## config.mk

```make
export PLATFORM = sky130hd
export DESIGN_NAME = wb_daq_dma_engine_flat
export DESIGN_NICKNAME = d
export VERILOG_FILES = /design/src/rtl/wb_daq_dma_engine_if.sv /design/src/rtl/wb_daq_dma_engine.sv /design/src/flat_wrapper.sv
export SDC_FILE = /design/constraint.sdc
export NUM_CORES = 1
export LEC_CHECK = 0
export CORE_AREA = 5 5 175 177
export CTS_CLUSTER_DIAMETER = 100
export DETAILED_ROUTE_END_ITERATION = 10
export DIE_AREA = 0 0 180 182
export GPL_TIMING_DRIVEN = 0
export PLACE_DENSITY = 0.74
export SLEW_MARGIN = 25
export SYNTH_ARGS = -nofsm -noshare
export SYNTH_HDL_FRONTEND = slang
export SYNTH_SLANG_ARGS = --single-unit
```

## constraint.sdc

```tcl
create_clock -name wb_clk -period 18.3 [get_ports wb_clk]
set_input_delay 3.66 -clock wb_clk [delete_from_list [all_inputs] [get_ports wb_clk]]
set_output_delay 3.66 -clock wb_clk [all_outputs]
set_load 0.02 [all_outputs]
```

## src/rtl/wb_daq_dma_engine_if.sv

```systemverilog
// Wishbone classic write-master bundle for the DAQ DMA engine.
// Master modport drives the cycle; slave modport returns ack/err/rty.
interface wb_daq_dma_engine_if #(
    parameter int AW = 32,
    parameter int DW = 32
);
    logic [AW-1:0]   wb_adr_o;
    logic [DW-1:0]   wb_dat_o;
    logic [DW/8-1:0] wb_sel_o;
    logic            wb_we_o;
    logic            wb_cyc_o;
    logic            wb_stb_o;
    logic [2:0]      wb_cti_o;
    logic [1:0]      wb_bte_o;
    logic [DW-1:0]   wb_dat_i;
    logic            wb_ack_i;
    logic            wb_err_i;
    logic            wb_rty_i;

    modport master (
        output wb_adr_o, wb_dat_o, wb_sel_o, wb_we_o, wb_cyc_o, wb_stb_o, wb_cti_o, wb_bte_o,
        input  wb_dat_i, wb_ack_i, wb_err_i, wb_rty_i
    );

    modport slave (
        input  wb_adr_o, wb_dat_o, wb_sel_o, wb_we_o, wb_cyc_o, wb_stb_o, wb_cti_o, wb_bte_o,
        output wb_dat_i, wb_ack_i, wb_err_i, wb_rty_i
    );
endinterface

```

## src/rtl/wb_daq_dma_engine.sv

```systemverilog
// Round-robin DMA of per-channel words into circular buffers over Wishbone; one write per two cycles at best.
// Stalls in BUS until ack/err/rty; optional ack watchdog enabled by macro WB_DAQ_DMA_TIMEOUT_EN.
module wb_daq_dma_engine #(
    parameter int NUM_CH  = 4,
    parameter int DW      = 32,
    parameter int AW      = 32,
    parameter int LEN_W   = 16,
    parameter int TIMEOUT = 255,
    localparam int GW     = (NUM_CH > 1) ? $clog2(NUM_CH) : 1
) (
    input  logic                    wb_clk,
    input  logic                    wb_rst_n,
    input  logic [NUM_CH-1:0]       ch_enable_i,
    input  logic [NUM_CH-1:0]       ch_req_i,
    input  logic [NUM_CH*DW-1:0]    ch_data_i,
    input  logic [NUM_CH*AW-1:0]    ch_base_i,
    input  logic [NUM_CH*LEN_W-1:0] ch_len_i,
    output logic [NUM_CH-1:0]       ch_ack_o,
    output logic [NUM_CH-1:0]       ch_wrap_o,
    output logic [NUM_CH-1:0]       ch_err_o,
    output logic [GW-1:0]           grant_o,
    output logic                    busy_o,
    wb_daq_dma_engine_if.master     wb
);
    localparam int BYTES = DW / 8;

    typedef enum logic [1:0] {IDLE, BUS, RETRY} state_t;

    state_t              state_q, state_d;
    logic [GW-1:0]       grant_q, grant_d;
    logic [AW-1:0]       adr_q, adr_d;
    logic [DW-1:0]       dat_q, dat_d;
    logic [BYTES-1:0]    sel_q, sel_d;
    logic                cyc_q, cyc_d;
    logic                stb_q, stb_d;
    logic                we_q, we_d;
    logic [NUM_CH-1:0]   ack_q, ack_d;
    logic [NUM_CH-1:0]   wrap_q, wrap_d;
    logic [NUM_CH-1:0]   err_q, err_d;
    logic [LEN_W-1:0]    offset_q [NUM_CH];
    logic [LEN_W-1:0]    offset_d [NUM_CH];

    logic [NUM_CH-1:0]   elig;
    logic                found;
    logic [GW-1:0]       pick;
    logic [GW-1:0]       cand;
    logic [LEN_W:0]      nxt_off;
    logic [LEN_W:0]      cur_len;
    logic                tmo_hit;
    logic [DW-1:0]       unused_dat;

    assign unused_dat = wb.wb_dat_i;

`ifdef WB_DAQ_DMA_TIMEOUT_EN
    localparam int TW = $clog2(TIMEOUT + 1);
    logic [TW-1:0] tmo_q, tmo_d;
    assign tmo_hit = (state_q == BUS) && (tmo_q >= TW'(TIMEOUT - 1));
`else
    logic [31:0] unused_timeout;
    assign unused_timeout = TIMEOUT;
    assign tmo_hit = 1'b0;
`endif

    always_comb begin
        elig = '0;
        for (int k = 0; k < NUM_CH; k++) begin
            elig[k] = ch_enable_i[k] & ch_req_i[k] & ~err_q[k] &
                      (ch_len_i[k*LEN_W +: LEN_W] != '0);
        end
    end

    // Search starts one past the last grant so every eligible channel gets a turn.
    always_comb begin
        found = 1'b0;
        pick  = grant_q;
        cand  = '0;
        for (int i = 1; i <= NUM_CH; i++) begin
            cand = GW'((int'(grant_q) + i) % NUM_CH);
            if (!found && elig[cand]) begin
                found = 1'b1;
                pick  = cand;
            end
        end
    end

    always_comb begin
        state_d  = state_q;
        grant_d  = grant_q;
        adr_d    = adr_q;
        dat_d    = dat_q;
        sel_d    = sel_q;
        cyc_d    = cyc_q;
        stb_d    = stb_q;
        we_d     = we_q;
        ack_d    = '0;
        wrap_d   = '0;
        err_d    = err_q;
        offset_d = offset_q;
        cur_len  = {1'b0, ch_len_i[grant_q*LEN_W +: LEN_W]};
        nxt_off  = {1'b0, offset_q[grant_q]} + (LEN_W+1)'(1);
`ifdef WB_DAQ_DMA_TIMEOUT_EN
        tmo_d    = tmo_q;
`endif
        case (state_q)
            IDLE: begin
                if (found) begin
                    grant_d = pick;
                    adr_d   = ch_base_i[pick*AW +: AW] + AW'(offset_q[pick]) * AW'(BYTES);
                    dat_d   = ch_data_i[pick*DW +: DW];
                    sel_d   = '1;
                    cyc_d   = 1'b1;
                    stb_d   = 1'b1;
                    we_d    = 1'b1;
                    state_d = BUS;
`ifdef WB_DAQ_DMA_TIMEOUT_EN
                    tmo_d   = '0;
`endif
                end
            end
            BUS: begin
`ifdef WB_DAQ_DMA_TIMEOUT_EN
                tmo_d = tmo_q + TW'(1);
`endif
                if (wb.wb_err_i || (tmo_hit && !wb.wb_ack_i && !wb.wb_rty_i)) begin
                    err_d[grant_q] = 1'b1;
                    ack_d[grant_q] = 1'b1;
                    cyc_d   = 1'b0;
                    stb_d   = 1'b0;
                    we_d    = 1'b0;
                    state_d = IDLE;
                end else if (wb.wb_ack_i) begin
                    ack_d[grant_q] = 1'b1;
                    // Compare against len, not len-1, so a shrunk buffer wraps instead of overrunning.
                    if (nxt_off >= cur_len) begin
                        offset_d[grant_q] = '0;
                        wrap_d[grant_q]   = 1'b1;
                    end else begin
                        offset_d[grant_q] = nxt_off[LEN_W-1:0];
                    end
                    cyc_d   = 1'b0;
                    stb_d   = 1'b0;
                    we_d    = 1'b0;
                    state_d = IDLE;
                end else if (wb.wb_rty_i) begin
                    cyc_d   = 1'b0;
                    stb_d   = 1'b0;
                    we_d    = 1'b0;
                    state_d = RETRY;
                end
            end
            RETRY: begin
`ifdef WB_DAQ_DMA_TIMEOUT_EN
                tmo_d   = '0;
`endif
                cyc_d   = 1'b1;
                stb_d   = 1'b1;
                we_d    = 1'b1;
                state_d = BUS;
            end
            default: state_d = IDLE;
        endcase
        // Disable wins over any completion update in the same cycle.
        for (int k = 0; k < NUM_CH; k++) begin
            if (!ch_enable_i[k]) begin
                offset_d[k] = '0;
                err_d[k]    = 1'b0;
            end
        end
    end

    always_ff @(posedge wb_clk or negedge wb_rst_n) begin
        if (!wb_rst_n) begin
            state_q <= IDLE;
            grant_q <= GW'(NUM_CH - 1);
            adr_q   <= '0;
            dat_q   <= '0;
            sel_q   <= '0;
            cyc_q   <= 1'b0;
            stb_q   <= 1'b0;
            we_q    <= 1'b0;
            ack_q   <= '0;
            wrap_q  <= '0;
            err_q   <= '0;
            for (int k = 0; k < NUM_CH; k++) begin
                offset_q[k] <= '0;
            end
        end else begin
            state_q  <= state_d;
            grant_q  <= grant_d;
            adr_q    <= adr_d;
            dat_q    <= dat_d;
            sel_q    <= sel_d;
            cyc_q    <= cyc_d;
            stb_q    <= stb_d;
            we_q     <= we_d;
            ack_q    <= ack_d;
            wrap_q   <= wrap_d;
            err_q    <= err_d;
            offset_q <= offset_d;
        end
    end

`ifdef WB_DAQ_DMA_TIMEOUT_EN
    always_ff @(posedge wb_clk or negedge wb_rst_n) begin
        if (!wb_rst_n) begin
            tmo_q <= '0;
        end else begin
            tmo_q <= tmo_d;
        end
    end
`endif

    assign wb.wb_adr_o = adr_q;
    assign wb.wb_dat_o = dat_q;
    assign wb.wb_sel_o = sel_q;
    assign wb.wb_we_o  = we_q;
    assign wb.wb_cyc_o = cyc_q;
    assign wb.wb_stb_o = stb_q;
    assign wb.wb_cti_o = 3'b000;
    assign wb.wb_bte_o = 2'b00;
    assign ch_ack_o    = ack_q;
    assign ch_wrap_o   = wrap_q;
    assign ch_err_o    = err_q;
    assign grant_o     = grant_q;
    assign busy_o      = cyc_q;
endmodule
```

## src/flat_wrapper.sv

```systemverilog
// flat-port wrapper written by rule: the top's interface ports become plain ports
module wb_daq_dma_engine_flat 
#(
    parameter int NUM_CH  = 4,
    parameter int DW      = 32,
    parameter int AW      = 32,
    parameter int LEN_W   = 16,
    parameter int TIMEOUT = 255,
    localparam int GW     = (NUM_CH > 1) ? $clog2(NUM_CH) : 1
)
  (wb_clk, wb_rst_n, ch_enable_i, ch_req_i, ch_data_i, ch_base_i, ch_len_i, ch_ack_o, ch_wrap_o, ch_err_o, grant_o, busy_o, wb_wb_adr_o, wb_wb_dat_o, wb_wb_sel_o, wb_wb_we_o, wb_wb_cyc_o, wb_wb_stb_o, wb_wb_cti_o, wb_wb_bte_o, wb_wb_dat_i, wb_wb_ack_i, wb_wb_err_i, wb_wb_rty_i);
  wb_daq_dma_engine_if #(.AW(AW), .DW(DW)) wb_i ();
  input  logic wb_clk;
  input  logic wb_rst_n;
  input  logic [NUM_CH-1:0] ch_enable_i;
  input  logic [NUM_CH-1:0] ch_req_i;
  input  logic [NUM_CH*DW-1:0] ch_data_i;
  input  logic [NUM_CH*AW-1:0] ch_base_i;
  input  logic [NUM_CH*LEN_W-1:0] ch_len_i;
  output logic [NUM_CH-1:0] ch_ack_o;
  output logic [NUM_CH-1:0] ch_wrap_o;
  output logic [NUM_CH-1:0] ch_err_o;
  output logic [GW-1:0] grant_o;
  output logic busy_o;
  output wire logic [$bits(wb_i.wb_adr_o)-1:0] wb_wb_adr_o;
  output wire logic [$bits(wb_i.wb_dat_o)-1:0] wb_wb_dat_o;
  output wire logic [$bits(wb_i.wb_sel_o)-1:0] wb_wb_sel_o;
  output wire logic [$bits(wb_i.wb_we_o)-1:0] wb_wb_we_o;
  output wire logic [$bits(wb_i.wb_cyc_o)-1:0] wb_wb_cyc_o;
  output wire logic [$bits(wb_i.wb_stb_o)-1:0] wb_wb_stb_o;
  output wire logic [$bits(wb_i.wb_cti_o)-1:0] wb_wb_cti_o;
  output wire logic [$bits(wb_i.wb_bte_o)-1:0] wb_wb_bte_o;
  input wire logic [$bits(wb_i.wb_dat_i)-1:0] wb_wb_dat_i;
  input wire logic [$bits(wb_i.wb_ack_i)-1:0] wb_wb_ack_i;
  input wire logic [$bits(wb_i.wb_err_i)-1:0] wb_wb_err_i;
  input wire logic [$bits(wb_i.wb_rty_i)-1:0] wb_wb_rty_i;
  assign wb_wb_adr_o = wb_i.wb_adr_o;
  assign wb_wb_dat_o = wb_i.wb_dat_o;
  assign wb_wb_sel_o = wb_i.wb_sel_o;
  assign wb_wb_we_o = wb_i.wb_we_o;
  assign wb_wb_cyc_o = wb_i.wb_cyc_o;
  assign wb_wb_stb_o = wb_i.wb_stb_o;
  assign wb_wb_cti_o = wb_i.wb_cti_o;
  assign wb_wb_bte_o = wb_i.wb_bte_o;
  assign wb_i.wb_dat_i = wb_wb_dat_i;
  assign wb_i.wb_ack_i = wb_wb_ack_i;
  assign wb_i.wb_err_i = wb_wb_err_i;
  assign wb_i.wb_rty_i = wb_wb_rty_i;
  wb_daq_dma_engine #(.NUM_CH(NUM_CH), .DW(DW), .AW(AW), .LEN_W(LEN_W), .TIMEOUT(TIMEOUT)) u_core (.wb_clk(wb_clk), .wb_rst_n(wb_rst_n), .ch_enable_i(ch_enable_i), .ch_req_i(ch_req_i), .ch_data_i(ch_data_i), .ch_base_i(ch_base_i), .ch_len_i(ch_len_i), .ch_ack_o(ch_ack_o), .ch_wrap_o(ch_wrap_o), .ch_err_o(ch_err_o), .grant_o(grant_o), .busy_o(busy_o), .wb(wb_i));
endmodule
```

==> results of run 1 <==
-- metrics by stage --
step | utilization, % | total power, mW | instance area (sq um)
4_1_cts | 57.31 | 3.329 | 16670
5_1_grt | 57.34 | 3.575 | 16680
2_1_floorplan | - | 2.138 | 11370
6_report | 57.34 | 3.344 | 16680
3_3_place_gp | 55.14 | 2.924 | 16040
3_5_place_dp | 55.25 | 2.958 | 16070
-- kinds of logic after synthesis --
family,Yosys count,synth area share (%)
AND/OR/NAND/NOR,506,21.93
buffers and inverters,162,6.370
AO/OA/AOI/OAI,350,21.61
multiplexers,60,9.677
other,1,0.03303
flip-flops,146,32.21
adder cells (fa/ha/maj),42,4.695
XOR/XNOR,45,3.472
-- final timing paths --
check                                                           to  slack (ns)  depth (start not counted)
worst max-delay path            u_core.wb.wb_adr_o[20]$_DFFE_PN0P_        7.17                         28
worst min register to register  u_core.wb.wb_dat_o[11]$_DFFE_PN0P_        0.48                          1
max in group asynchronous            u_core.grant_o[0]$_DFFE_PN1P_       14.30                          2
worst min-delay path            u_core.wb.wb_dat_o[11]$_DFFE_PN0P_        0.48                          1
worst max register to register  u_core.wb.wb_adr_o[20]$_DFFE_PN0P_       10.15                         29
min in group asynchronous       u_core.wb.wb_dat_o[19]$_DFFE_PN0P_        3.15                          1
-- Yosys cell counts, types with 3 or more instances --
cell / instances
nand4_1: 15
a21o_1: 44
o21a_1: 8
a31oi_1: 40
nor2_1: 29
nor3b_1: 5
nor3_1: 6
nor2b_1: 26
nor2_2: 3
nand3_1: 76
nor4_1: 17
buf_4: 18
and2_1: 9
xor2_1: 21
dfrtp_1: 144
mux2i_1: 16
clkbuf_1: 62
xnor2_1: 24
o21bai_1: 5
buf_1: 15
o21ai_1: 8
and3_1: 76
a22oi_1: 16
a211oi_1: 70
o21ai_0: 56
buf_2: 23
mux4_2: 39
nand2b_1: 6
nand2_1: 225
a311oi_1: 34
mux2_2: 4
ha_1: 41
o31ai_1: 29
inv_1: 40
a21oi_1: 22
-- sequential cells by signal, summed over array words and instances (netlist names) --
name and flops:
u_core.busy_o 1, u_core.ch_ack_o 4, u_core.ch_err_o 4, u_core.ch_wrap_o 4, u_core.grant_o 2, u_core.offset_q 64, u_core.state_q 2, u_core.wb.wb_adr_o 32
u_core.wb.wb_dat_o 32, u_core.wb.wb_sel_o 1
-- layer usage --
layer	up-vias	part of all wire, %	global-route usage (%)
met5	-	0	0
met4	0	3.5	10.18
met3	111	7.4	5.349
met2	688	52	54.92
met1	6022	37	34.54
li1	5721	-	-
-- power breakdown --
| part | internal, mW | switching (mW) |
|---|---|---|
| Combinational | 1.00 | 1.51 |
| Clock | 0.205 | 0.158 |
| Sequential | 0.415 | 0.0528 |
| Total | 1.62 | 1.72 |
-- final cells by class --
cell class	count	area share, %
antenna	3	0.04501
buffer	120	3.391
clock buffer	17	2.551
clock inverter	15	1.035
inverter	42	0.9453
multi-input combinational	1008	41.90
sequential	146	21.92
tap	390	2.926
timing repair buffer	419	25.28
==> out/results.tsv, run 1 <==
metric	value	unit
status	finished, final reports clean	
fin_setup_tns	0	ns
ir_worst_vdd	0.1171	mV
cts_resized	0	
max_cap_viol_count	0	
drc_errors	0	
drive_gt1_share	7.923	%
area_delta_synth_final	46.91	%
grt_max_degree	84	
drt-initial-drc-count	1142	
dp_hpwl	40450	um
timing.final.ws_setup	7.174	ns
p_leak	7.129	nW
cts_root_buf	clkbuf_16	
layout.area.seq	3656	sq um
max_freq	89.88	MHz
power.density	200.5	nW/um^2
ant_nets	0	
cts.reportedPaths.clkPinSlew	0.06	ns
min_path_type	register to register	
synth.top_cell.area_share	31.74	%
finalMaxSlewViolations	0	
via_per_inst	5.806	
crit_buf_inv	7	
cp_top_family	compound AO/OA/AOI/OAI gates	
slowest_stage	a31oi_2	
yosysSeqAreaShare	32.21	%
final_cell_mix	clkdlybuf4s50_1, nand2_1, dfrtp_1	
avgSynthCellArea	8.653	sq um
clkSinkCount	146	
gp_congestion	1.002	
core	29090	sq um
wl	50420	um
synth_cell_type_count	70	
period_share	60.80	%
grt_pass1_wl	76360	um
min_period	11.13	ns
r2r-start	u_core.grant_o[1]$_DFFE_PN1P_	
rows	63	
path_max_fanout	10	
endpoint_kind	register	
ys_warn_count	0	
port_buffers	418	
synthCells	1312	
ys_ff_latch	146	
clk-insertion-delay-late	0.43	ns
netlist_area	11350	sq um
setup_viol	0	
cp_data_required_time	18.62	ns
gr-usage-all-layers	29.69	%
cts_max_path_buffers	2	
dpl.cell_count	2125	
fin_hold_ws	0.4763	ns
dieWidth	180	um
finClkSkew	0.01214	ns
fillCellCount	2581	
rsz0062_at_grt	false	
avgRoutedWirePerCell	23.34	um
cp_slowest_stage_delay	0.75	ns
slew_headroom	25.86	%
start_util	39.03	%
die_area	32760	sq um
finalHoldViolations	0	
ys.flop_type	dfrtp_1	
final_cells	2160	
startpoint_type	primary input	
synth_edf_count	0	
place_ws	6.826	ns
pin_count	456	
crit_start	ch_len_i[27]	
antenna_found_initial	3	
criticalPathCategory	primary input to register	
layout_commonest_cell	clkdlybuf4s50_1	
post_cts_buffers	0	
drt_first_pass_iters	6	
synth.area.top_cells	dfrtp_1, mux4_2, nand2_1	
tritoncts	yes	
synth_top_cell_by_area	dfrtp_1	
tightest_slew	1.107	ns
cts_htree_levels	4	
final_nets	2161	
overflow	0	
grt_pass1_vias	12820	
multiInputGateArea	6988	sq um
numCtsBuffers	17	
worstHoldStart	u_core.wb.wb_dat_o[11]$_DFFE_PN0P_	
crit_arrival	11.44	ns
synth-async-reset-ratio	100.0	%
fp.dieH	182	um
cts_hold_buf	0	
num_vias	12540	
Note: power is estimated with default switching activity, not from simulation.
==> inputs of run 2 (changes only) <==
clock period = 11 ns   (was 18.3 ns; I/O delays follow)
==> results of run 2 <==
Same layout as run 1 (identical final DEF). Status: finished, final reports clean.
Among the figures that moved: setup slack after placement 6.826 ns -> 0.9860 ns; setup slack after layout 7.174 ns -> 1.334 ns; register-to-register setup slack 10.15 ns -> 2.85 ns; total power 3.344 mW -> 5.563 mW; worst IR drop on VDD 0.1171 mV -> 0.1948 mV
